$ cat src/rtl/btn_pkg.sv
// Shared defaults and width helper for the multi-channel button debouncer.
package btn_pkg;

  localparam int DEF_N_CH         = 4;
  localparam int DEF_TICK_DIV     = 100000;
  localparam int DEF_DEPTH        = 8;
  localparam int DEF_HOLD_TICKS   = 500;
  localparam int DEF_REPEAT_TICKS = 100;

  // Bits needed to hold values 0..value-1, never less than one bit.
  function automatic int clog2_min1(input int value);
    int width;
    width = 0;
    while ((64'd1 << width) < 64'(value)) begin
      width = width + 1;
    end
    return (width < 1) ? 1 : width;
  endfunction

endpackage

$ cat src/rtl/btn_tick_gen.sv
// Free-running sample-tick generator: o_tick is high for one clk every TICK_DIV clks.
module btn_tick_gen
  import btn_pkg::*;
#(
  parameter int TICK_DIV = DEF_TICK_DIV
) (
  input  logic clk,
  input  logic rst,
  output logic o_tick
);

  localparam int CW = clog2_min1(TICK_DIV);
  localparam logic [CW-1:0] LAST = CW'(TICK_DIV - 1);

  logic [CW-1:0] count_reg;

  always_ff @(posedge clk or posedge rst) begin
    if (rst) begin
      count_reg <= '0;
    end else if (count_reg == LAST) begin
      count_reg <= '0;
    end else begin
      count_reg <= count_reg + CW'(1);
    end
  end

  assign o_tick = (count_reg == LAST);

endmodule

$ cat src/rtl/multi_btn_debounce.sv
// N-channel button debouncer with press/release pulses and optional auto-repeat.
// Auto-repeat is built only when BTN_DEBOUNCE_REPEAT_EN is defined.
module multi_btn_debounce
  import btn_pkg::*;
#(
  parameter int N_CH         = DEF_N_CH,
  parameter int TICK_DIV     = DEF_TICK_DIV,
  parameter int DEPTH        = DEF_DEPTH,
  parameter int HOLD_TICKS   = DEF_HOLD_TICKS,
  parameter int REPEAT_TICKS = DEF_REPEAT_TICKS
) (
  input  logic            clk,
  input  logic            rst,
  input  logic [N_CH-1:0] i_btn,
  output logic [N_CH-1:0] o_level,
  output logic [N_CH-1:0] o_press,
  output logic [N_CH-1:0] o_release,
  output logic [N_CH-1:0] o_repeat
);

  if (N_CH < 1 || N_CH > 32) begin : g_bad_n_ch
    $error("N_CH must be 1..32");
  end
  if (TICK_DIV < 1) begin : g_bad_tick_div
    $error("TICK_DIV must be at least 1");
  end
  if (DEPTH < 2 || DEPTH > 32) begin : g_bad_depth
    $error("DEPTH must be 2..32");
  end
  if (HOLD_TICKS < 1 || REPEAT_TICKS < 1) begin : g_bad_repeat
    $error("HOLD_TICKS and REPEAT_TICKS must be at least 1");
  end

  logic tick;

  btn_tick_gen #(
    .TICK_DIV(TICK_DIV)
  ) u_tick (
    .clk   (clk),
    .rst   (rst),
    .o_tick(tick)
  );

  genvar gi;
  for (gi = 0; gi < N_CH; gi++) begin : g_ch
    logic [1:0]       sync_reg;
    logic [DEPTH-1:0] hist_reg;
    logic [DEPTH-1:0] hist_next;
    logic             level_reg;
    logic             press_reg;
    logic             release_reg;
    logic             all_ones;
    logic             all_zeros;

    assign hist_next = (hist_reg << 1) | DEPTH'(sync_reg[1]);
    assign all_ones  = &hist_next;
    assign all_zeros = ~|hist_next;

    always_ff @(posedge clk or posedge rst) begin
      if (rst) begin
        sync_reg    <= '0;
        hist_reg    <= '0;
        level_reg   <= 1'b0;
        press_reg   <= 1'b0;
        release_reg <= 1'b0;
      end else begin
        sync_reg    <= {sync_reg[0], i_btn[gi]};
        press_reg   <= 1'b0;
        release_reg <= 1'b0;
        if (tick) begin
          hist_reg <= hist_next;
          if (all_ones && !level_reg) begin
            level_reg <= 1'b1;
            press_reg <= 1'b1;
          end else if (all_zeros && level_reg) begin
            level_reg   <= 1'b0;
            release_reg <= 1'b1;
          end
        end
      end
    end

    assign o_level[gi]   = level_reg;
    assign o_press[gi]   = press_reg;
    assign o_release[gi] = release_reg;

`ifdef BTN_DEBOUNCE_REPEAT_EN
    localparam int RW = clog2_min1(((HOLD_TICKS > REPEAT_TICKS) ? HOLD_TICKS : REPEAT_TICKS) + 1);

    logic [RW-1:0] rep_cnt_reg;
    logic [RW-1:0] rep_cnt_inc;
    logic [RW-1:0] rep_target;
    logic          rep_phase_reg;
    logic          repeat_reg;

    // First period counts up to HOLD_TICKS, every later period to REPEAT_TICKS.
    assign rep_cnt_inc = rep_cnt_reg + RW'(1);
    assign rep_target  = rep_phase_reg ? RW'(REPEAT_TICKS) : RW'(HOLD_TICKS);

    always_ff @(posedge clk or posedge rst) begin
      if (rst) begin
        rep_cnt_reg   <= '0;
        rep_phase_reg <= 1'b0;
        repeat_reg    <= 1'b0;
      end else begin
        repeat_reg <= 1'b0;
        if (tick) begin
          // A releasing tick clears the counter and must not emit a repeat.
          if (!level_reg || all_zeros) begin
            rep_cnt_reg   <= '0;
            rep_phase_reg <= 1'b0;
          end else if (rep_cnt_inc == rep_target) begin
            rep_cnt_reg   <= '0;
            rep_phase_reg <= 1'b1;
            repeat_reg    <= 1'b1;
          end else begin
            rep_cnt_reg <= rep_cnt_inc;
          end
        end
      end
    end

    assign o_repeat[gi] = repeat_reg;
`endif
  end

`ifndef BTN_DEBOUNCE_REPEAT_EN
  assign o_repeat = '0;
`endif

endmodule
$ cat config.mk
export PLATFORM = sky130hd
export DESIGN_NAME = multi_btn_debounce
export DESIGN_NICKNAME = d
export VERILOG_FILES = /design/src/rtl/btn_pkg.sv /design/src/rtl/btn_tick_gen.sv /design/src/rtl/multi_btn_debounce.sv
export SDC_FILE = /design/constraint.sdc
export NUM_CORES = 1
export LEC_CHECK = 0
export ABC_AREA = 1
export BUFFER_PORTS_ARGS = -buffer_cell sky130_fd_sc_hd__buf_2
export CAP_MARGIN = 30
export CORE_UTILIZATION = 50
export CTS_BUF_LIST = sky130_fd_sc_hd__clkbuf_4 sky130_fd_sc_hd__clkbuf_8
export DETAILED_ROUTE_END_ITERATION = 8
export PLACE_DENSITY = 0.8
export SYNTH_ARGS = -nofsm -noshare
export SYNTH_HDL_FRONTEND = slang
export SYNTH_SLANG_ARGS = --single-unit
$ cat constraint.sdc
create_clock -name clk -period 1.85 [get_ports clk]
set_input_delay 0.2775 -clock clk [delete_from_list [all_inputs] [get_ports clk]]
set_output_delay 0.2775 -clock clk [all_outputs]
set_load 0.01 [all_outputs]
Yosys cells after proc, flatten, opt, wreduce, memory -nomap -nowiden. Index checks and enable logic that the tools add are counted.

Register bits after elaboration: 65. Input port bits: 6. Logic and storage cells: 88.

Add/sub/neg operators: 1. Eq/ne operators: 1. Muxes and demuxes: 29. Bitwise operators: 4. Reductions and logical operators: 32.

Operators by type and width (count): $or A8 B1 Y8 (4); $reduce_and A8 Y1 (4); $reduce_or A8 Y1 (4); $mux W1 (28); $add A17 B1 Y17 const B (1); $eq A17 B17 Y1 const B (1); $mux W17 (1); $logic_and A1 B1 Y1 (8); $logic_not A1 Y1 (8); $reduce_and A2 Y1 (4); $reduce_bool A2 Y1 (4).

Longest topological paths before layout. Gate-level depths: netlist (run 1).

Depth after elaboration: 7. Depth in mapped cells: 8. Mapped depth without buffers: 8.

Cells and area by module. From an unflattened synthesis (run 1), not the netlist that was laid out.

Cells, all modules: 374. Area total of the unflattened synthesis: 3022.9 µm².

Modules (own cells, without submodules): multi_btn_debounce (instances 1, cells each 230, area each 2045.7 µm²); btn_tick_gen (instances 1, cells each 144, area each 977.2 µm²).

Least setup slack after synthesis (run 1). OpenSTA, ideal clock, no wires.

Path type: reg-to-reg. Start point: reg u_tick.count_reg[0]. End point: reg g_ch[1].release_reg. Setup time: 0.080 ns. Data arrival time: 1.468 ns. Data required time: 1.770 ns. Setup slack: 0.302 ns. Stages on the path, launching flop included: 8. Path buffers: 2. Cells stage by stage: dfrtp_1 ha_1 nand3_2 nor3_4 nand2_2 buf_6 buf_6 nor3_2.

Longest elaborated chain between the ends: 2.

Ends and longest elaborated chain: start: declaration (RTL line btn_tick_gen.sv:15) `logic [CW-1:0] count_reg;`; start signal: assignment (RTL line btn_tick_gen.sv:23) `count_reg <= count_reg + CW'(1);`; $eq A17 B17 Y1 (RTL line btn_tick_gen.sv:27) `assign o_tick = (count_reg == LAST);`; $mux W1 (RTL line multi_btn_debounce.sv:70) `if (tick) begin`; end signal: assignment (RTL line multi_btn_debounce.sv:65) `release_reg <= 1'b0;`; end signal: assignment (RTL line multi_btn_debounce.sv:69) `release_reg <= 1'b0;`; end signal: assignment (RTL line multi_btn_debounce.sv:77) `release_reg <= 1'b1;`; end: declaration (RTL line multi_btn_debounce.sv:51) `logic release_reg;`.

Every way passes these cells. A chain may end at the register's enable or synchronous reset.

Worst setup path after layout (run 1).
Start point: reg u_tick.count_reg[0]. End point: reg g_ch[3].hist_reg[1].

Longest elaborated chain between the ends: 1.

Ends and longest elaborated chain: $eq A17 B17 Y1 (RTL line btn_tick_gen.sv:27); end signal: assignment (RTL line multi_btn_debounce.sv:71) `hist_reg <= hist_next;`; end: declaration (RTL line multi_btn_debounce.sv:47) `logic [DEPTH-1:0] hist_reg;`.

Every way passes these cells.

==> flow_summary.json, run 1 <==
{
  "rrSetupSlack_ps": 260,
  "reg2reg_depth": 7,
  "finalSetupViolations": 0,
  "vias": 2197,
  "clockRootBuffer": "clkbuf_8",
  "switching_share_pct": 22.5,
  "grt_max_degree": 66,
  "die-area_um2": 6310,
  "placed_area_um2": 3080,
  "cts.htree.levels": 3,
  "drtIter0Drc": 188,
  "synth_common_cells": "65 x dfrtp_1, 65 x nand2_1, 57 x nor2_1",
  "antennaDiodeCount": 0,
  "cp-end-kind": "register",
  "synth_edf_count": 0,
  "firstDrtPassIters": 4,
  "worst_path_largest_cell_delay_ps": 380,
  "dpl.hpwl_um": 3500,
  "wl_per_cell_um": 11.6,
  "synthXorXnorAreaFrac_pct": 2.34,
  "grt_usage_pct": 19.3,
  "chipHeight_um": 79.4,
  "num_rows": 27,
  "synthArstFlopShare_pct": 100,
  "pwr-share-seq_pct": 54.0,
  "overflow": 0,
  "ys_seq_area_share_pct": 54.3,
  "grt_pass1_wl_um": 9140,
  "pwr-share-clk_pct": 44.3,
  "syn_inst": 353,
  "largest_reg_flops": 28,
  "cp_cell_sequence": "ha_1 -> nand3_2 -> nor3_4 -> nand2_2 -> buf_4 -> nand2_1 -> o21ai_0",
  "post-route-util_pct": 58.1,
  "final_cell_area_um2": 3280,
  "r2r_end": "g_ch[3].hist_reg[1]$_DFFE_PP0N_",
  "drive_gt1_share_pct": 12.9,
  "ys_warn_count": 0,
  "skew_ps": 7.39,
  "core_area_um2": 5640,
  "clkSinkCount": 65,
  "ys_ff_latch": 65,
  "synthFlopType": "dfrtp_1",
  "synth_cell_type_count": 24,
  "power_density_nw_per_um2": 811,
  "area_growth_pct": 9.31,
  "ys_top_cells_by_area": "dfrtp_1 54%, nand2_1 8.1%, nor2_1 7.1%, inv_1 6.1%, buf_4 4.0%",
  "ctsHoldBuffers": 0,
  "clockBufferDepth": 2,
  "p_sw_w": 0.000598,
  "synth_area_per_cell_um2": 8.49,
  "synth_top_cell_area_share_pct": 54.3,
  "required_ps": 2050,
  "arrival_ps": 1790,
  "cts.repair.resized": 0,
  "rr_startpoint": "u_tick.count_reg[0]$_DFF_PP0_",
  "portBuffers": 17,
  "synth_area_um2": 3000,
  "clkSlewWorstSetupHoldPaths_ps": 70,
  "synth_top_family_by_area": "simple AND/OR/NAND/NOR gates",
  "cts_setup_buffers": 0,
  "clock_latency_ps": 340,
  "grt_pass1_vias": 2148,
  "worstSetupPathType": "reg -> reg",
  "ioPinCount": 22,
  "p_comb_share_pct": 1.6,
  "cp_slowest_cell": "dfrtp_1",
  "endpoint": "g_ch[3].hist_reg[1]$_DFFE_PP0N_",
  "hold_path_class": "in -> async",
  "fmax_ghz": 0.629,
  "synth_fa_ha_area_share_pct": 0.418,
  "drv_slew": 0,
  "peakVddDrop_uv": 377,
  "synth-simple-area-share_pct": 25.3,
  "synth_top_area_cell": "dfrtp_1",
  "tritoncts": "yes",
  "fin_cells": 444,
  "drt-total-wl_um": 5140,
  "gp_congestion": 0.851,
  "finalCriticalPeriod_ps": 1590,
  "fin_setup_tns_ps": 0,
  "crit_fanout": 39,
  "antenna_found_initial": 0,
  "synthMuxAreaShare_pct": 0,
  "hold_viol_final": 0,
  "synth-compound-area-share_pct": 5.93,
  "leakage_nw": 1.66,
  "dp_cells": 428,
  "via_per_inst": 4.95,
  "fin_crit_sh_pct": 85.9,
  "antenna_left": 0,
  "post-route-drc-count": 0,
  "finalNetCount": 374,
  "cts_buffers": 9,
  "worstSetupStartpointType": "register",
  "die_x_um": 79.4,
  "initial_core_util_pct": 53.1,
  "status": "complete, no violations",
  "rsz0062_at_grt": "no",
  "cp-startpoint": "u_tick.count_reg[0]$_DFF_PP0_",
  "max_cap_viol_count": 0,
  "intPower_w": 0.00206,
  "fillers": 499
}
metrics by stage:
step / power, W / worst slack (ps) / hold slack, ps
5_1_grt: 0.00276 / 109 / 32.1
4_1_cts: 0.00268 / 249 / 26.6
2_1_floorplan: 0.00149 / 302 / 309
6_report: 0.00266 / 261 / 13.7
3_3_place_gp: 0.00151 / 355 / 333
3_5_place_dp: 0.00151 / 262 / 335
final cells by class:
class                           instances  area, um^2  share of cell area, %
Clock buffer                            9         124                   3.78
Sequential cell                        65        1630                   49.7
Tap cell                               72        90.1                   2.75
Timing Repair Buffer                   23         143                   4.35
Clock inverter                          7        71.3                   2.18
Multi-Input combinational cell        219        1030                   31.6
Inverter                               49         188                   5.73
per-layer routing:
| metal | part of all wire (%) | global-route usage [%] |
|---|---|---|
| met5 | 0 | 0 |
| met4 | 1.5 | 10.7 |
| met3 | 4.2 | 4.11 |
| met2 | 48 | 30.3 |
| met1 | 46 | 24.7 |
power groups by stage:
stage	clock [W]	combinational [W]	sequential [W]
after floorplan	0	0.0000341	0.00146
after global placement	0	0.0000459	0.00146
after detailed placement	0	0.0000463	0.00146
after CTS	0.00120	0.0000463	0.00143
after global routing	0.00127	0.0000521	0.00143
final	0.00118	0.0000436	0.00143
logic make-up after synthesis:
group / count (synthesis)
other: 1
buffers and inverters: 72
AO/OA/AOI/OAI: 35
AND/OR/NAND/NOR: 171
flip-flops: 65
XOR/XNOR: 8
adder cells (fa/ha/maj): 1
worst min path at each step:
stage / startpoint / endpoint / slack, ps / cells after the start
final: rst / u_tick.count_reg[9]$_DFF_PP0_ / 10 / 3
after CTS: rst / u_tick.count_reg[9]$_DFF_PP0_ / 30 / 3
after detailed placement: g_ch[3].sync_reg[0]$_DFF_PP0_ / g_ch[3].sync_reg[1]$_DFF_PP0_ / 330 / 0
after floorplan: i_btn[0] / g_ch[0].sync_reg[0]$_DFF_PP0_ / 310 / 0
after global placement: g_ch[2].sync_reg[0]$_DFF_PP0_ / g_ch[2].sync_reg[1]$_DFF_PP0_ / 330 / 0
after global routing: i_btn[1] / g_ch[1].sync_reg[0]$_DFF_PP0_ / 30 / 1
layout by cell type, fill, tap and decap left out:
cell and n:
nand2_2 1, buf_4 5, buf_2 17, clkinvlp_4 4, ha_1 1, nand3_2 1
nor3_1 12, xor2_1 7, nor3_2 3, o21ai_1 5, xnor2_1 1, inv_1 48
nand2_1 65, o21bai_1 1, conb_1 4, nor3_4 2, buf_12 1, bufinv_16 1
dfrtp_1 65, nor2_1 57, clkinv_2 2, nand3_1 21, a21oi_1 17, clkbuf_8 9
o21ai_0 12, or2_2 1, nand4_1 8, clkinv_4 1
worst max-delay path, delay by kind of cell, from the launching register on:
family          cells  cell delay (ps)
simple gates        4              520
fa+ha+maj           1              230
buf+inv             1              250
compound gates      1               80
flops               1              380
Note: power is estimated with default switching activity, not from simulation.
==> run 2: changes to the inputs <==
--- a/config.mk
+++ b/config.mk
@@ -11,6 +11,7 @@
 export CORE_UTILIZATION = 50
 export CTS_BUF_LIST = sky130_fd_sc_hd__clkbuf_4 sky130_fd_sc_hd__clkbuf_8
 export DETAILED_ROUTE_END_ITERATION = 8
+export HOLD_SLACK_MARGIN = 0.12
 export PLACE_DENSITY = 0.8
 export SYNTH_ARGS = -nofsm -noshare
 export SYNTH_HDL_FRONTEND = slang
==> run 2 against run 1 <==
Effect of this change:
- combinational power is 18% higher
- routed wire length up 0.84%
- clock skew hardly changed
- register-to-register slack about the same
- die area unchanged
- critical path depth unchanged
- first-iteration DRC count down 15%
- largest power group unchanged
- power about the same
- clock power barely moved
==> flow_summary.json, run 2 (synthesized netlist as in run 1, its figures left out) <==
{
  "wl_per_cell_um": 11.5,
  "multi_input_area_um2": 1030,
  "peakVddDrop_uv": 377,
  "clock_latency_ps": 330,
  "layout_common_cells": "65 x nand2_1, 65 x dfrtp_1, 57 x nor2_1, 48 x inv_1, 21 x nand3_1",
  "drv_slew": 0,
  "die_x_um": 79.4,
  "hold_viol_final": 0,
  "chipHeight_um": 79.4,
  "grt_usage_pct": 19.3,
  "tritoncts": "yes",
  "drtIter0Drc": 159,
  "max_cap_viol_count": 0,
  "fillers": 495,
  "finalNetCount": 379,
  "fmax_ghz": 0.625,
  "rrSetupSlack_ps": 250,
  "portBuffers": 17,
  "firstDrtPassIters": 5,
  "dpl.hpwl_um": 3500,
  "cts.htree.levels": 3,
  "rsz0062_at_grt": "no",
  "arrival_ps": 1810,
  "core_area_um2": 5640,
  "via_per_inst": 4.92,
  "hold_path_class": "reg -> reg",
  "ioPinCount": 22,
  "overflow": 0,
  "gp_congestion": 0.851,
  "vias": 2208,
  "num_rows": 27,
  "worstSetupPathType": "reg -> reg",
  "finalSetupViolations": 0,
  "post-route-drc-count": 0,
  "clockBufferDepth": 2,
  "cp-end-kind": "register",
  "grt_pass1_vias": 2176,
  "area_growth_pct": 11.0,
  "largest_reg_flops": 28,
  "die-area_um2": 6310,
  "leakage_nw": 1.68,
  "grt_pass1_wl_um": 9180,
  "fin_crit_sh_pct": 86.5,
  "skew_ps": 7.35,
  "antennaDiodeCount": 0,
  "cts_buffers": 9,
  "drt-total-wl_um": 5180,
  "total_power_w": 0.00266,
  "crit_fanout": 39,
  "ff_latch_area_um2": 1630,
  "clkSinkCount": 65,
  "required_ps": 2060,
  "clockRootBuffer": "clkbuf_8",
  "whs_ps": 349,
  "fin_setup_tns_ps": 0,
  "grt_max_degree": 66,
  "post-route-util_pct": 58.9,
  "antenna_found_initial": 0,
  "drive_gt1_share_pct": 12.7,
  "initial_core_util_pct": 53.1,
  "status": "complete, no violations",
  "worstSetupStartpointType": "register",
  "clkSlewWorstSetupHoldPaths_ps": 70,
  "finalCriticalPeriod_ps": 1600,
  "power_density_nw_per_um2": 799,
  "antenna_left": 0
}
run 2: changes by cell type in the layout (fill, tap and decap cells not counted), sizes merged:
cell,previous run,this run
dlygate4sd3,0,5
run 2: final timing paths:
| path | depth (start not counted) | to | startpoint |
|---|---|---|---|
| min in group asynchronous | 4 | u_tick.count_reg[9]$_DFF_PP0_ | rst |
| setup / recovery | 7 | g_ch[0].hist_reg[6]$_DFFE_PP0N_ | u_tick.count_reg[0]$_DFF_PP0_ |
| hold reg to reg | 0 | g_ch[3].sync_reg[1]$_DFF_PP0_ | g_ch[3].sync_reg[0]$_DFF_PP0_ |
| setup reg to reg | 7 | g_ch[0].hist_reg[6]$_DFFE_PP0N_ | u_tick.count_reg[0]$_DFF_PP0_ |
| max in group asynchronous | 4 | g_ch[0].sync_reg[0]$_DFF_PP0_ | rst |
| hold / removal | 0 | g_ch[3].sync_reg[1]$_DFF_PP0_ | g_ch[3].sync_reg[0]$_DFF_PP0_ |
run 2: per-layer routing:
metal  wire length, um  vias to the layer above  global-route usage [%]
met5                 0                        -                       0
met4                87                        0                    10.7
met3               159                        8                    4.11
met2              2510                       36                    30.9
met1              2420                     1037                    24.5
li1                  -                     1127                       -
run 2: what timing repair did:
| item | 4_1_cts | 5_1_grt |
|---|---|---|
| buffers inserted | 0 | 0 |
| resized for setup | 0 | 0 |
| endpoints found under the hold margin | 69 | 0 |
| hold buffers | 5 | 0 |
run 2: stage by stage:
stage	cells	setup WS [ps]	cell area (um^2)
after CTS	449	249	3330
after floorplan	356	302	3010
after global routing	449	112	3330
after global placement	428	355	3080
after detailed placement	428	262	3080
final	449	251	3330
run 2: area by class of cell:
class	instances	share of cell area (%)
flip-flops and latches	65	48.9
inverters	49	5.64
well taps	72	2.71
repair buffers	28	5.79
clock inverters	7	2.14
clock buffers	9	3.72
multi-input cells	219	31.1
run 2: report_power, final:
part | internal [W] | total (W) | switching, W
Clock | 0.000618 | 0.00117 | 0.000554
Sequential | 0.00143 | 0.00143 | 0.00000532
Combinational | 0.0000170 | 0.0000516 | 0.0000345
run 2: critical path, cell delays in order, from the launching register on:
cell and delay, ps:
dfrtp_1 380, ha_1 230, nand3_2 140, nor3_4 230, nand2_2 60, buf_4 250, nand2_1 100, o21ai_0 80
